### src/rtl/rv_mem_pkg.sv
// Shared types and default widths for the unified memory port arbiter.
package rv_mem_pkg;
  localparam int ADDR_W_DEF = 32;
  localparam int DATA_W_DEF = 32;

  typedef enum logic [1:0] {IDLE, REQ, RESP, ACK} arb_state_t;
  typedef enum logic {REQ_I, REQ_D} req_id_t;
endpackage

### src/rtl/rr_arbiter2.sv
// Combinational two-way round-robin pick between fetch and data requesters.
module rr_arbiter2 (
  input  logic i_req,
  input  logic d_req,
  input  logic last_d,
  output logic gnt_valid,
  output logic gnt_d
);
  always_comb begin
    gnt_valid = i_req | d_req;
    gnt_d     = 1'b0;
    if (i_req && d_req) gnt_d = ~last_d;
    else if (d_req)     gnt_d = 1'b1;
  end
endmodule

### src/rtl/mem_port_arbiter.sv
// Shares one memory port between fetch and load/store with one outstanding
// transaction, round-robin arbitration and a request-phase timeout.
module mem_port_arbiter
  import rv_mem_pkg::*;
#(
  parameter int ADDR_W  = ADDR_W_DEF,
  parameter int DATA_W  = DATA_W_DEF,
  parameter int TIMEOUT = 16
) (
  input  logic                clk,
  input  logic                rst,
  input  logic                i_req,
  input  logic [ADDR_W-1:0]   i_addr,
  output logic                i_ack,
  output logic                i_err,
  output logic [DATA_W-1:0]   i_rdata,
  input  logic                d_req,
  input  logic                d_we,
  input  logic [ADDR_W-1:0]   d_addr,
  input  logic [DATA_W/8-1:0] d_wstrb,
  input  logic [DATA_W-1:0]   d_wdata,
  output logic                d_ack,
  output logic                d_err,
  output logic [DATA_W-1:0]   d_rdata,
  output logic                mem_req,
  output logic                mem_we,
  output logic [ADDR_W-1:0]   mem_addr,
  output logic [DATA_W/8-1:0] mem_wstrb,
  output logic [DATA_W-1:0]   mem_wdata,
  input  logic                mem_ready,
  input  logic                mem_rvalid,
  input  logic [DATA_W-1:0]   mem_rdata,
  output logic                busy
);
  localparam int STRB_W = DATA_W / 8;
  localparam int TMO_W  = (TIMEOUT > 1) ? $clog2(TIMEOUT) : 1;
  localparam logic [TMO_W-1:0] TMO_LAST = TMO_W'(TIMEOUT - 1);
  localparam logic [TMO_W-1:0] TMO_ONE  = TMO_W'(1);

  arb_state_t state, state_nxt;
  req_id_t last_grant, last_grant_nxt, owner, owner_nxt;
  logic [TMO_W-1:0] tmo_cnt, tmo_cnt_nxt;
  logic gnt_valid, gnt_d;

  logic              mem_req_nxt, mem_we_nxt, busy_nxt;
  logic [ADDR_W-1:0] mem_addr_nxt;
  logic [STRB_W-1:0] mem_wstrb_nxt;
  logic [DATA_W-1:0] mem_wdata_nxt, i_rdata_nxt, d_rdata_nxt;
  logic              i_ack_nxt, i_err_nxt, d_ack_nxt, d_err_nxt;

  rr_arbiter2 u_rr (
    .i_req     (i_req),
    .d_req     (d_req),
    .last_d    (last_grant == REQ_D),
    .gnt_valid (gnt_valid),
    .gnt_d     (gnt_d)
  );

  always_ff @(posedge clk or posedge rst) begin
    if (rst) begin
      state      <= IDLE;
      last_grant <= REQ_D;
      owner      <= REQ_I;
      tmo_cnt    <= '0;
      mem_req    <= 1'b0;
      mem_we     <= 1'b0;
      mem_addr   <= '0;
      mem_wstrb  <= '0;
      mem_wdata  <= '0;
      i_ack      <= 1'b0;
      i_err      <= 1'b0;
      i_rdata    <= '0;
      d_ack      <= 1'b0;
      d_err      <= 1'b0;
      d_rdata    <= '0;
      busy       <= 1'b0;
    end else begin
      state      <= state_nxt;
      last_grant <= last_grant_nxt;
      owner      <= owner_nxt;
      tmo_cnt    <= tmo_cnt_nxt;
      mem_req    <= mem_req_nxt;
      mem_we     <= mem_we_nxt;
      mem_addr   <= mem_addr_nxt;
      mem_wstrb  <= mem_wstrb_nxt;
      mem_wdata  <= mem_wdata_nxt;
      i_ack      <= i_ack_nxt;
      i_err      <= i_err_nxt;
      i_rdata    <= i_rdata_nxt;
      d_ack      <= d_ack_nxt;
      d_err      <= d_err_nxt;
      d_rdata    <= d_rdata_nxt;
      busy       <= busy_nxt;
    end
  end

  // Completion outputs default to 0, so they form a single-cycle pulse in ACK.
  always_comb begin
    state_nxt      = state;
    last_grant_nxt = last_grant;
    owner_nxt      = owner;
    tmo_cnt_nxt    = tmo_cnt;
    mem_req_nxt    = mem_req;
    mem_we_nxt     = mem_we;
    mem_addr_nxt   = mem_addr;
    mem_wstrb_nxt  = mem_wstrb;
    mem_wdata_nxt  = mem_wdata;
    i_ack_nxt      = 1'b0;
    i_err_nxt      = 1'b0;
    i_rdata_nxt    = '0;
    d_ack_nxt      = 1'b0;
    d_err_nxt      = 1'b0;
    d_rdata_nxt    = '0;
    case (state)
      IDLE: begin
        if (gnt_valid) begin
          owner_nxt      = gnt_d ? REQ_D : REQ_I;
          last_grant_nxt = gnt_d ? REQ_D : REQ_I;
          mem_req_nxt    = 1'b1;
          tmo_cnt_nxt    = '0;
          state_nxt      = REQ;
          if (gnt_d) begin
            mem_we_nxt    = d_we;
            mem_addr_nxt  = d_addr;
            mem_wstrb_nxt = d_wstrb;
            mem_wdata_nxt = d_wdata;
          end else begin
            mem_we_nxt    = 1'b0;
            mem_addr_nxt  = i_addr;
            mem_wstrb_nxt = '1;
            mem_wdata_nxt = '0;
          end
        end
      end
      REQ: begin
        if (mem_ready) begin
          mem_req_nxt = 1'b0;
          state_nxt   = RESP;
        end else if (tmo_cnt == TMO_LAST) begin
          // Memory never accepted, so aborting leaves nothing in flight.
          mem_req_nxt = 1'b0;
          state_nxt   = ACK;
          if (owner == REQ_D) begin
            d_ack_nxt = 1'b1;
            d_err_nxt = 1'b1;
          end else begin
            i_ack_nxt = 1'b1;
            i_err_nxt = 1'b1;
          end
        end else begin
          tmo_cnt_nxt = tmo_cnt + TMO_ONE;
        end
      end
      RESP: begin
        if (mem_rvalid) begin
          state_nxt = ACK;
          if (owner == REQ_D) begin
            d_ack_nxt   = 1'b1;
            d_rdata_nxt = mem_we ? '0 : mem_rdata;
          end else begin
            i_ack_nxt   = 1'b1;
            i_rdata_nxt = mem_rdata;
          end
        end
      end
      ACK:     state_nxt = IDLE;
      default: state_nxt = IDLE;
    endcase
    busy_nxt = (state_nxt != IDLE);
  end
endmodule

### config.mk
export PLATFORM = sky130hd
export DESIGN_NAME = mem_port_arbiter
export DESIGN_NICKNAME = d
export VERILOG_FILES = /design/src/rtl/rv_mem_pkg.sv /design/src/rtl/rr_arbiter2.sv /design/src/rtl/mem_port_arbiter.sv
export SDC_FILE = /design/constraint.sdc
export NUM_CORES = 1
export LEC_CHECK = 0
export ABC_AREA = 1
export CORE_ASPECT_RATIO = 0.5
export CORE_MARGIN = 3
export CORE_UTILIZATION = 34
export CTS_BUF_LIST = sky130_fd_sc_hd__clkbuf_16
export CTS_CLUSTER_SIZE = 40
export DETAILED_ROUTE_END_ITERATION = 10
export PLACE_DENSITY = 0.71
export REMOVE_ABC_BUFFERS = 1
export SYNTH_ARGS = -nofsm -noshare
export SYNTH_HDL_FRONTEND = slang
export SYNTH_SLANG_ARGS = --single-unit
### constraint.sdc
create_clock -name clk -period 5.1 [get_ports clk]
set_clock_uncertainty 0.15 [all_clocks]
set_input_delay 1.02 -clock clk [delete_from_list [all_inputs] [get_ports clk]]
set_output_delay 1.02 -clock clk [all_outputs]
set_load 0.05 [all_outputs]
==> results.cfg <==
[outcome]
status = complete, no violations

[yosys]
synthCells = 531
synth.yosys.seq_area_share_pct = 66.3
avgSynthCellArea_um2 = 10.5
yosysUniqueCellTypes = 25
ys_seq_elements = 147
yosysWarnings = 0
synth.cell_area_um2 = 5550

[timing]
finalMaxSlewViolations = 0
fin_crit_sh_pct = 65.1
slew_headroom_pct = 28.8
final_hold_viol_count = 0
min_period_ns = 3.32
rsz0062_at_grt = no
max_freq_mhz = 301
tightestPinTransition_ns = 1.06
setup_viol = 0
setup_ws_ns = 1.78

[clock_tree]
cts-root-buf = clkbuf_16
clkSinkCount = 147
cts_setup_buffers = 0
worstSkewPairLatency_ns = 0.41
clk_pin_slew_ns = 0.06
cts_tree = done
ctsHoldBuffers = 0
clockBufferDepth = 2
htree_levels = 4
cts_made_buffers = 17
cts_resized = 0

[setup_path]
setup.worst_path.start = d_req
crit_type = input port to flip-flop
crit_path_end_kind = flip-flop
cp-start-kind = input port
path_max_fanout = 32
arrival_ns = 3.43
required_ns = 5.22
rr_startpoint = last_grant

[die]
die-width_um = 187
dieArea_um2 = 18000
die_h_um = 96.4
initial_core_util_pct = 35.4
core_um2 = 15700
pin_count = 278
rows = 32

[min_path]
min_path_type = flip-flop to flip-flop
min_from = last_grant

[route]
wl_per_cell_um = 16.2
drt_iter0_markers = 268
dr_total_vias = 4826
wl_met2_um = 8890
top_layer = met4
met1Wirelength_um = 6750
avgViaCountPerCell = 4.64
drt_wl_total_um = 16800
firstDrtPassIters = 5
drc = 0
dr_wl_met3_um = 887
ant_nets = 0

[global_routing]
overflow = 0
grt_pass1_wl_um = 26200
grt_pass1_vias = 4933
track_usage_pct = 18.5
grt_max_degree = 94
antenna_found_initial = 0

[layout]
final_nets = 949
diodes = 0
drive_gt1_share_pct = 5.62
final_util_pct = 58.4
syn_to_final_growth_pct = 65.2

[placed_design]
place.gp.congestion = 0.829
io_buffers = 277
hpwl_um = 11800
dp_slack_ns = 1.37

[power_and_ir_drop]
p_per_area_nw_per_um2 = 640
power.leakage_nw = 4.22
peakVddDrop_uv = 405

[job]
maxCapViolCount = 0
[logic make-up after synthesis]
family / after synthesis / share of synthesized area (%)
simple gates: 227 / 16.8
xor+xnor: 1 / 0.158
compound gates: 73 / 9.80
flops: 147 / 66.3
buf+inv: 78 / 5.84
fa+ha+maj: 5 / 1.13
[worst max-delay path: stages]
cell	delay (ns)
clkdlybuf4s50_1	1.02
buf_4	0.36
nand2_1	0.66
nand2_1	0.26
a31oi_1	0.09
[cell type report]
type                            instances  area (um2)
Fill cell                            1311        6520
Sequential cell                       147        3680
Timing Repair Buffer                  284        2830
Multi-Input combinational cell        306        1550
Clock buffer                           17         425
Tap cell                              221         277
Clock inverter                         15         228
Inverter                               49         189
[power by group]
group / switching, mW / internal (mW)
sequential: 0.187 / 1.52
clock: 0.521 / 0.875
combinational: 1.84 / 0.930
[registers in the layout, indices dropped and copies added, names as in the netlist]
| name | count |
|---|---|
| d_rdata | 32 |
| i_rdata | 32 |
| mem_addr | 32 |
| mem_wdata | 32 |
| mem_wstrb | 4 |
| tmo_cnt | 4 |
| state | 2 |
| busy | 1 |
| d_ack | 1 |
| d_err | 1 |
| i_ack | 1 |
| i_err | 1 |
| last_grant | 1 |
| mem_req | 1 |
| mem_we | 1 |
| owner | 1 |
[placed cells by master, fill, tap and decap left out, types with 2 or more instances in the layout]
cell               n
a22o_1            32
a31oi_1           32
buf_4              7
bufinv_16          5
clkbuf_16         17
clkdlybuf4s50_1  277
clkinv_4           2
clkinvlp_4         2
dfrtp_1          146
ha_1               5
inv_1             48
inv_6              4
nand2_1           69
nand2_2            2
nand3_1           37
nand3b_1           2
nand4_1            2
nor2_1           112
o21ai_0            3
o22a_1             4
[synthesized netlist by cell type]
master	n	share of area (%)
nor2_1	112	7.6
nand2_1	69	4.7
nor2_2	1	0.11
clkbuf_1	9	0.61
buf_4	4	0.54
dfrtp_1	146	66
nand3_2	1	0.18
o21ai_2	1	0.16
nand3b_1	2	0.27
inv_1	48	3.2
nand4_1	2	0.23
buf_2	13	1.2
ha_1	5	1.1
buf_1	3	0.20
a31oi_1	32	3.6
o22a_1	4	0.63
nand2_2	2	0.23
dfstp_2	1	0.47
xnor2_1	1	0.16
a22o_1	32	5.0
nor2_4	1	0.20
inv_2	1	0.068
a21oi_1	1	0.090
nand3_1	37	3.3
o21ai_0	3	0.27
[worst paths after layout]
path                                     end  slack [ns]  cells after the start
worst max-delay path            mem_addr[19]        1.78                      5
worst min-delay path              last_grant        0.33                      2
worst max register to register  mem_addr[10]        2.67                      4
worst min register to register    last_grant        0.33                      2
max in group asynchronous       mem_addr[12]        2.89                      3
min in group asynchronous        d_rdata[11]        0.99                      2
[through the flow]
stage	hold slack, ns	cells	instance area (um2)	setup TNS [ns]	total power [mW]
CTS	0.328	1039	9170	0	5.91
finish	0.328	1039	9170	0	5.87
global route	0.356	1039	9170	0	6.15
global placement	0.309	1007	8520	0	4.46
floorplan	0.301	502	5410	-2.87	3.48
detailed placement	0.320	1007	8520	0	4.50
[routing by layer]
layer | up-vias | GRT usage (%)
li1 | 2281 | -
met2 | 147 | 32.9
met1 | 2375 | 22.3
met5 | - | 0
met4 | 0 | 7.10
met3 | 23 | 4.18
No activity file was read; power rests on OpenSTA's default activity.
